**config.mk**
```make
export PLATFORM = sky130hd
export DESIGN_NAME = mem_access_stage
export DESIGN_NICKNAME = d
export VERILOG_FILES = /design/src/rtl/fullsend_pkg.sv /design/src/rtl/mem_access_stage_load_align.sv /design/src/rtl/mem_access_stage.sv
export SDC_FILE = /design/constraint.sdc
export NUM_CORES = 1
export LEC_CHECK = 0
export ABC_AREA = 1
export BUFFER_PORTS_ARGS = -buffer_cell sky130_fd_sc_hd__clkbuf_2
export CORE_ASPECT_RATIO = 0.6
export CORE_MARGIN = 4
export CORE_UTILIZATION = 30
export DETAILED_ROUTE_END_ITERATION = 8
export GPL_ROUTABILITY_DRIVEN = 1
export GPL_TIMING_DRIVEN = 0
export SLEW_MARGIN = 20
export SYNTH_ARGS = -nofsm -noshare
export SYNTH_HDL_FRONTEND = slang
export SYNTH_SLANG_ARGS = --single-unit
```
**constraint.sdc**
```tcl
create_clock -name clk -period 2.5 [get_ports clk]
set_input_delay 0.5 -clock clk [delete_from_list [all_inputs] [get_ports clk]]
set_output_delay 0.5 -clock clk [all_outputs]
set_load 0.01 [all_outputs]
```
**src/rtl/fullsend_pkg.sv**
```systemverilog
// Purpose: shared decode constants, MEM-stage FSM state type, store lane helpers.
// Latency: n/a (package only).
// Backpressure: n/a.
package fullsend_pkg;

  localparam logic [6:0] OP_LOAD  = 7'b0000011;
  localparam logic [6:0] OP_STORE = 7'b0100011;

  localparam logic [2:0] F3_B  = 3'b000;
  localparam logic [2:0] F3_H  = 3'b001;
  localparam logic [2:0] F3_W  = 3'b010;
  localparam logic [2:0] F3_BU = 3'b100;
  localparam logic [2:0] F3_HU = 3'b101;

  typedef enum logic {
    IDLE = 1'b0,
    BUSY = 1'b1
  } mem_state_t;

  // Byte enables for a store; funct3[1:0] selects byte/half/word.
  function automatic logic [3:0] store_be(input logic [2:0] funct3, input logic [1:0] a);
    case (funct3[1:0])
      2'b00:   store_be = 4'b0001 << a;
      2'b01:   store_be = 4'b0011 << {a[1], 1'b0};
      default: store_be = 4'hF;
    endcase
  endfunction

  // Store data replicated across every lane so the byte enables alone pick the target.
  function automatic logic [31:0] store_wdata(input logic [2:0] funct3, input logic [31:0] b);
    case (funct3[1:0])
      2'b00:   store_wdata = {4{b[7:0]}};
      2'b01:   store_wdata = {2{b[15:0]}};
      default: store_wdata = b;
    endcase
  endfunction

endpackage

```
**src/rtl/mem_access_stage_load_align.sv**
```systemverilog
// Purpose: extract and extend load data from a 32-bit read word.
// Latency: combinational.
// Backpressure: none.
// Ports: rdata (raw memory word), funct3 (load width/sign), addr_lo (byte offset), lmd (result).
module load_align
  import fullsend_pkg::*;
(
  input  logic [31:0] rdata,
  input  logic [2:0]  funct3,
  input  logic [1:0]  addr_lo,
  output logic [31:0] lmd
);

  logic [7:0]  sel_byte;
  logic [15:0] sel_half;

  always_comb begin
    sel_byte = rdata[8*addr_lo +: 8];
    sel_half = addr_lo[1] ? rdata[31:16] : rdata[15:0];
    case (funct3)
      F3_B:    lmd = {{24{sel_byte[7]}}, sel_byte};
      F3_BU:   lmd = {24'd0, sel_byte};
      F3_H:    lmd = {{16{sel_half[15]}}, sel_half};
      F3_HU:   lmd = {16'd0, sel_half};
      default: lmd = rdata;
    endcase
  end

endmodule

```
**src/rtl/mem_access_stage.sv**
```systemverilog
// Purpose: MEM pipeline stage; issues data-memory load/store, registers the MEM/WB bundle.
// Latency: 1 cycle for pass-through; >=2 cycles for memory ops (issue + ack), timeout after ACK_MAX.
// Backpressure: stall_o holds upstream while a memory transaction is being issued or awaited.
// Ports: EX/MEM bundle in (ex_mem_*), req/ack data-memory port (dmem_*), MEM/WB bundle out
//        (mem_wb_*), fwd_mem_data bypass for execute, mem_fault timeout/misalign pulse.
// Config: define MEM_MISALIGN_TRAP_EN to fault misaligned half/word accesses instead of truncating.
module mem_access_stage
  import fullsend_pkg::*;
#(
  parameter int XLEN    = 32,
  parameter int ACK_MAX = 15
) (
  input  logic            clk,
  input  logic            reset,
  input  logic            ex_mem_valid,
  input  logic [XLEN-1:0] ex_mem_ir,
  input  logic [XLEN-1:0] ex_mem_alu,
  input  logic [XLEN-1:0] ex_mem_b,
  output logic            dmem_req,
  output logic            dmem_we,
  output logic [XLEN-1:0] dmem_addr,
  output logic [3:0]      dmem_be,
  output logic [XLEN-1:0] dmem_wdata,
  input  logic [XLEN-1:0] dmem_rdata,
  input  logic            dmem_ack,
  output logic            stall_o,
  output logic            mem_wb_valid,
  output logic [XLEN-1:0] mem_wb_ir,
  output logic [XLEN-1:0] mem_wb_alu,
  output logic [XLEN-1:0] mem_wb_lmd,
  output logic [XLEN-1:0] fwd_mem_data,
  output logic            mem_fault
);

  localparam int CW = $clog2(ACK_MAX + 1);
  localparam logic [CW-1:0] CNT_LAST = CW'(ACK_MAX - 1);

  mem_state_t      state;
  logic [CW-1:0]   wait_cnt;
  logic [XLEN-1:0] op_ir;
  logic [XLEN-1:0] op_alu;

  logic [6:0]      opcode;
  logic [2:0]      funct3;
  logic            is_load;
  logic            is_store;
  logic            is_mem;
  logic            misalign;
  logic            issue;
  logic            ack_done;
  logic            timeout;
  logic [XLEN-1:0] lmd_aligned;

  assign opcode   = ex_mem_ir[6:0];
  assign funct3   = ex_mem_ir[14:12];
  assign is_load  = (opcode == OP_LOAD);
  assign is_store = (opcode == OP_STORE);
  assign is_mem   = is_load | is_store;

`ifdef MEM_MISALIGN_TRAP_EN
  assign misalign = ((funct3[1:0] == 2'b01) && ex_mem_alu[0]) ||
                    ((funct3[1:0] == 2'b10) && (ex_mem_alu[1:0] != 2'b00));
`else
  assign misalign = 1'b0;
`endif

  assign issue    = (state == IDLE) && ex_mem_valid && is_mem && !misalign;
  assign ack_done = (state == BUSY) && dmem_ack;
  assign timeout  = (state == BUSY) && !dmem_ack && (wait_cnt == CNT_LAST);

  // The abandoning cycle also releases the stall: the faulting instruction is
  // retired with it, otherwise upstream would present it again and re-issue.
  assign stall_o = !reset && (issue || ((state == BUSY) && !dmem_ack && !timeout));

  // Alignment uses the latched IR/address so it does not depend on upstream holding.
  load_align u_load_align (
    .rdata   (dmem_rdata),
    .funct3  (op_ir[14:12]),
    .addr_lo (op_alu[1:0]),
    .lmd     (lmd_aligned)
  );

  assign fwd_mem_data = (ack_done && !dmem_we) ? lmd_aligned : ex_mem_alu;

  always_ff @(posedge clk) begin
    if (reset) begin
      state        <= IDLE;
      wait_cnt     <= '0;
      op_ir        <= '0;
      op_alu       <= '0;
      dmem_req     <= 1'b0;
      dmem_we      <= 1'b0;
      dmem_addr    <= '0;
      dmem_be      <= 4'h0;
      dmem_wdata   <= '0;
      mem_wb_valid <= 1'b0;
      mem_wb_ir    <= '0;
      mem_wb_alu   <= '0;
      mem_wb_lmd   <= '0;
      mem_fault    <= 1'b0;
    end else begin
      mem_fault <= 1'b0;
      case (state)
        IDLE: begin
          wait_cnt <= '0;
          if (!ex_mem_valid) begin
            mem_wb_valid <= 1'b0;
          end else if (is_mem && misalign) begin
            mem_wb_valid <= 1'b0;
            mem_fault    <= 1'b1;
          end else if (is_mem) begin
            mem_wb_valid <= 1'b0;
            dmem_req     <= 1'b1;
            dmem_we      <= is_store;
            dmem_addr    <= {ex_mem_alu[XLEN-1:2], 2'b00};
            dmem_be      <= is_store ? store_be(funct3, ex_mem_alu[1:0]) : 4'hF;
            dmem_wdata   <= is_store ? store_wdata(funct3, ex_mem_b) : '0;
            op_ir        <= ex_mem_ir;
            op_alu       <= ex_mem_alu;
            state        <= BUSY;
          end else begin
            mem_wb_valid <= 1'b1;
            mem_wb_ir    <= ex_mem_ir;
            mem_wb_alu   <= ex_mem_alu;
            mem_wb_lmd   <= '0;
          end
        end
        BUSY: begin
          if (dmem_ack) begin
            dmem_req     <= 1'b0;
            mem_wb_valid <= 1'b1;
            mem_wb_ir    <= op_ir;
            mem_wb_alu   <= op_alu;
            mem_wb_lmd   <= lmd_aligned;
            state        <= IDLE;
          end else if (timeout) begin
            dmem_req     <= 1'b0;
            mem_fault    <= 1'b1;
            mem_wb_valid <= 1'b0;
            state        <= IDLE;
          end else begin
            wait_cnt     <= wait_cnt + CW'(1);
            mem_wb_valid <= 1'b0;
          end
        end
        default: state <= IDLE;
      endcase
    end
  end

endmodule

```
==> Yosys cells after proc, flatten, opt, wreduce, memory -nomap -nowiden <==
Index checks and enable logic that the tools add are counted.
{ "op_classes": {"add_sub_neg": 1, "n_eq_ne": 14, "shifts": 3, "muxes": 39, "bitwise_logic": 2, "n_reduce_logical": 19} }
{ "op_table": {"columns": ["operator", "count"], "rows": [
  ["$mux W32", 11],
  ["$pmux W32 S2", 4],
  ["$pmux W32 S4", 1],
  ["$shiftx A32 B6 Y8", 1],
  ["$mux W16", 1],
  ["$pmux W4 S2", 2],
  ["$mux W1", 13],
  ["$mux W4", 3],
  ["$ne A2 B2 Y1 const B", 6],
  ["$reduce_and A3 Y1", 3],
  ["$logic_and A1 B1 Y1", 8],
  ["$pmux W1 S2", 4],
  ["$eq A7 B2 Y1 const B", 1],
  ["$eq A7 B6 Y1 const B", 1],
  ["$eq A3 B3 Y1 const B", 2],
  ["$add A4 B1 Y4 const B", 1],
  ["$eq A4 B4 Y1 const B", 1],
  ["$logic_not A1 Y1", 4],
  ["$shl A1 B2 Y4 const A", 1],
  ["$shl A2 B2 Y4 const A", 1],
  ["$eq A3 B1 Y1 const B", 1],
  ["$logic_not A3 Y1", 1],
  ["$ne A3 B2 Y1 const B", 1],
  ["$eq A2 B1 Y1 const B", 1],
  ["other kinds (5)", 5]
]} }
{ "word_totals": {"ff_bits": 235, "output_inout_bits": 201} }

==> Logic depth before layout (Yosys ltp) <==
{ "depth": {"depth_word": 7, "mapped_depth": 10, "mapped_depth_nobuf": 9} }

==> Cells and area by module <==
A second synthesis with hierarchy kept.
{ "unflattened": {"cells_unflattened": 1558, "hier_area_um2": 10228.6} }
{ "modules_own_cells": {"columns": ["mod", "n_inst", "cells_per_inst", "area_per_inst_um2"], "rows": [
  ["mem_access_stage", 1, 1399, 9416.5],
  ["load_align", 1, 159, 812.0]
]} }

==> Worst setup path after synthesis <==
No wires, ideal clock.
{ "synth_timing": {"kind": "in2out", "start": "input dmem_rdata[31]", "end": "output fwd_mem_data[23]", "arrival_ns": 1.500, "t_required_ns": 2.000, "slack_ns": 0.500, "cell_stages": 8, "n_path_buf": 1, "path_cell_list": "inv_1 -> nand2_1 -> and2_1 -> nand2_1 -> clkbuf_1 -> nand3_1 -> nand2_1 -> o21ai_0"} }
{ "synth_via": {"elab_chain_cells": 3, "word_cells_on_any_way": 4, "classes_between": "1 x shift; 3 x mux"} }
{ "synth_lines": {"columns": ["element", "line", "source"], "rows": [
  ["start, declared", "mem_access_stage.sv:24", "input logic [XLEN-1:0] dmem_rdata,"],
  ["$shiftx A32 B6 Y8 or $mux W16 (tied branches)", "mem_access_stage_load_align.sv:18, mem_access_stage_load_align.sv:19", null],
  ["$pmux W32 S4 (*)", "mem_access_stage_load_align.sv:20", "case (funct3)"],
  ["$mux W32 (*)", "mem_access_stage.sv:83", "assign fwd_mem_data = (ack_done && !dmem_we) ? lmd_aligned : ex_mem_alu;"],
  ["end, declared", "mem_access_stage.sv:31", "output logic [XLEN-1:0] fwd_mem_data,"]
]} }
Mark *: on every way between the ends. The rest lies on a longest branch, timed or not.

==> Final worst setup path <==
{ "layout_timing": {"start": "register op_alu[1]", "end": "output fwd_mem_data[30]"} }
{ "layout_via": {"elab_chain_cells": 3, "word_cells_on_any_way": 4, "classes_between": "1 x shift; 3 x mux"} }
{ "layout_lines": {"columns": ["element", "line", "source"], "rows": [
  ["start, declared", "mem_access_stage.sv:41", "logic [XLEN-1:0] op_alu;"],
  ["start signal, assigned", "mem_access_stage.sv:119", "op_alu <= ex_mem_alu;"],
  ["$shiftx A32 B6 Y8 or $mux W16 (tied branches)", "mem_access_stage_load_align.sv:18, mem_access_stage_load_align.sv:19", null],
  ["$pmux W32 S4 (*)", "mem_access_stage_load_align.sv:20", null],
  ["$mux W32 (*)", "mem_access_stage.sv:83", null]
]} }
Marks and branches as above.

==> impl_metrics.toml <==
[drt]
route.detailed.wl_per_inst_um = 19.4
wirelength_mm = 43.4
detail_route.drc_violations = 0
drtIter0Drc = 957
drt_pass1_iterations = 6
routed-via-count = 11130
routed_antenna_nets = 0
via_per_inst = 4.99

[synthesis]
proportion_of_synthesized_area_in_mux_cells_pct = 0
synth_xor_area_share_pct = 0
yosysSeqAreaShare_pct = 43.2
synth-adder-area-share_pct = 0.263
syn_area_um2 = 9500
synth.avg_cell_area_um2 = 6.74
synth_compound_area_share_pct = 20.6
cell_count_after_synthesis = 1410
combinational_family_with_the_most_area_after_synthesis = "simple AND/OR/NAND/NOR gates"
synth_simple_gate_area_share_pct = 24.9
post_synth_num_cell_types = 28
yosys_register_bits = 205
synth.yosys.warnings = 0

[global_routing]
track_usage_pct = 23.5
overflow = 0
grt_pass1_vias = 10346
grt_antenna_before_repair = 5
grt_pass1_wl_mm = 63.5
maximum_number_of_pins_on_one_net_before_global_route_repair = 20

[die]
initial_utilization_pct = 30.4
ios = 333
die_w_um = 238
std_cell_rows = 50
die_area_um2 = 34700
core_area_um2 = 31200
chipHeight_um = 146

[clock_tree]
cts_hold_buffers = 0
tritoncts = "built"
ctsHtreeMaxLevel = 1
clk_path_buf_depth = 3
tritoncts.num_buffers = 23
insertion_delay_ns = 0.53
clock_sinks = 205
clk_transition_reported_paths_ns = 0.06
clock_tree.root_cell = "sky130_fd_sc_hd__clkbuf_16"

[timing]
unrepaired_setup_endpoints_after_global_routing = "true"
finalHoldViolations = 0
finalCritPeriodShare_pct = 99.4
shortest_clock_period_the_worst_path_allows_after_layout_ns = 2.48
tightestPinTransition_ns = 0.838
worst_slack_ns = 0.0158
maxSlewHeadroom_pct = 44.1
tns_ns = 0
maxClockFrequency_mhz = 403
slew_viol_final = 0
final.setup_skew_ns = 0.0139
setup_violations = 0

[layout]
syn_to_final_growth_pct = 39.6
layoutNonFillerInstCount = 2230
utilization_pct = 42.5
proportion_of_layout_cells_with_a_drive_suffix_above_1_pct = 30.3
nets = 1930
filler_cell_count = 3274

[run_status]
status = "complete, no violations"

[power_and_ir_drop]
leakagePower_nw = 6.13
vdd_ir_drop_max_uv = 353
totalPowerFinal_mw = 7.75
power.density_nw_per_um2 = 584

[worst_hold_path]
hold_path_class = "input port to flip-flop"
hold_depth = 2

[place]
numPlacedInstances = 2156
gp_congestion = 0.956
dpl_worst_slack_ns = -0.528
io_buffers = 329
detailed_place_hpwl_mm = 33.3

[setup_path]
worstSetupEndpointType = "output port"
required_ns = 2.00
cp_max_fo = 8
reg2reg_depth = 8
critPathLaunchType = "flip-flop"
worstSetupPathType = "flip-flop to output port"
worst-endpoint-arrival_ns = 1.98

[run]
maxCapViolations = 0
## cell usage in the layout, fill, tap and decap left out, types with 25 or more instances in the layout
cell type / n
sky130_fd_sc_hd__a21oi_1: 133
sky130_fd_sc_hd__buf_2: 37
sky130_fd_sc_hd__buf_4: 71
sky130_fd_sc_hd__clkbuf_1: 56
sky130_fd_sc_hd__clkbuf_16: 25
sky130_fd_sc_hd__clkbuf_2: 309
sky130_fd_sc_hd__dfxtp_1: 200
sky130_fd_sc_hd__inv_1: 93
sky130_fd_sc_hd__nand2_1: 293
sky130_fd_sc_hd__nand3_1: 41
sky130_fd_sc_hd__nor2_1: 177
sky130_fd_sc_hd__o21ai_0: 218
## final cells by class
type	count	area (µm²)	share of cell area, %
timing repair buffer	362	1960	14.8
inverter	100	384	2.90
tap	416	520	3.92
sequential	205	4120	31.0
clock buffer	33	653	4.92
clock inverter	5	78.8	0.594
buffer	128	776	5.85
antenna	5	12.5	0.0943
multi-input combinational	976	4770	35.9
## what timing repair did
| action | CTS | global route |
|---|---|---|
| setup endpoints to repair | 33 | 33 |
| buffers inserted | 13 | 18 |
| endpoints found under the hold margin | 0 | 0 |
| gates resized for setup | 98 | 85 |
| pin swaps | 8 | 14 |
| cloned | 0 | 2 |
## power by group
group | internal, mW | switching, mW | total [mW]
Combinational | 0.335 | 0.582 | 0.917
Sequential | 3.35 | 0.0513 | 3.40
Clock | 2.01 | 1.42 | 3.43
Total | 5.70 | 2.05 | 7.75
## flip-flops by register name, summed over array words and instances (netlist names), 4 cells and up
signal / flops
op_ir: 32
mem_wb_ir: 32
wait_cnt: 4
dmem_be: 4
dmem_wdata: 32
op_alu: 32
mem_wb_lmd: 32
mem_wb_alu: 32
## metrics by stage
step,hold WS [ns],cell area [µm²]
4_1_cts,0.162,12800
2_1_floorplan,0.419,9500
5_1_grt,0.175,13300
3_3_place_gp,0.428,11700
3_5_place_dp,0.435,11700
6_report,0.190,13300
## Yosys cell counts
cell                       count  area, µm²
sky130_fd_sc_hd__nand2_1     318       1190
sky130_fd_sc_hd__o21ai_0     229       1150
sky130_fd_sc_hd__dfxtp_1     205       4100
sky130_fd_sc_hd__nor2_1      180        676
sky130_fd_sc_hd__a21oi_1     133        666
sky130_fd_sc_hd__inv_1        96        360
sky130_fd_sc_hd__nand3_1      71        355
sky130_fd_sc_hd__clkbuf_1     62        233
sky130_fd_sc_hd__buf_4        43        323
sky130_fd_sc_hd__buf_2        18       90.1
sky130_fd_sc_hd__o21ai_1       8       40.0
sky130_fd_sc_hd__buf_1         7       26.3
sky130_fd_sc_hd__nand4_1       7       43.8
sky130_fd_sc_hd__o211ai_1      7       52.6
sky130_fd_sc_hd__nor3_1        5       25.0
sky130_fd_sc_hd__o22ai_1       4       25.0
sky130_fd_sc_hd__inv_2         3       11.3
sky130_fd_sc_hd__ha_1          2       25.0
sky130_fd_sc_hd__nor2_2        2       12.5
sky130_fd_sc_hd__or2_2         2       12.5
sky130_fd_sc_hd__a211oi_1      1       7.51
sky130_fd_sc_hd__a21oi_4       1       16.3
sky130_fd_sc_hd__and2_1        1       6.26
sky130_fd_sc_hd__clkinv_2      1       5.00
sky130_fd_sc_hd__conb_1        1       3.75
sky130_fd_sc_hd__nand3_4       1       17.5
sky130_fd_sc_hd__nor3_4        1       16.3
sky130_fd_sc_hd__nor4_1        1       6.26
## worst paths after layout
path | slack [ns] | from | to
hold / removal | 0.19 | dmem_ack | mem_fault$_SDFF_PP0_
hold reg to reg | 0.44 | op_ir[3]$_SDFFE_PP0P_ | op_ir[3]$_SDFFE_PP0P_
setup reg to reg | 0.23 | state$_SDFF_PP0_ | mem_wb_alu[31]$_SDFFE_PP0P_
setup / recovery | 0.02 | op_alu[1]$_SDFFE_PP0P_ | fwd_mem_data[30]
## cell families after synthesis
| kind of cell | Yosys count |
|---|---|
| adder cells (fa/ha/maj) | 2 |
| flip-flops | 205 |
| buffers and inverters | 230 |
| AO/OA/AOI/OAI | 383 |
| AND/OR/NAND/NOR | 589 |
| other | 1 |
## worst max-delay path, cell delays in order (launching register included)
cell                        delay [ns]
sky130_fd_sc_hd__dfxtp_4          0.40
sky130_fd_sc_hd__nand2_1          0.12
sky130_fd_sc_hd__nand3_2          0.11
sky130_fd_sc_hd__nand2_4          0.08
sky130_fd_sc_hd__nand2_8          0.12
sky130_fd_sc_hd__clkbuf_16        0.17
sky130_fd_sc_hd__nand3_2          0.09
sky130_fd_sc_hd__nand2_2          0.12
sky130_fd_sc_hd__o21ai_0          0.09
sky130_fd_sc_hd__buf_2            0.14
## layer usage
metal	global-route usage, %	vias to the layer above	wire length, µm
li1	-	5332	-
met1	36.2	5232	20700
met2	32.1	491	17300
met3	5.32	75	4020
met4	6.94	0	1330
met5	0	-	0
Power figures use the tool's default switching activity.
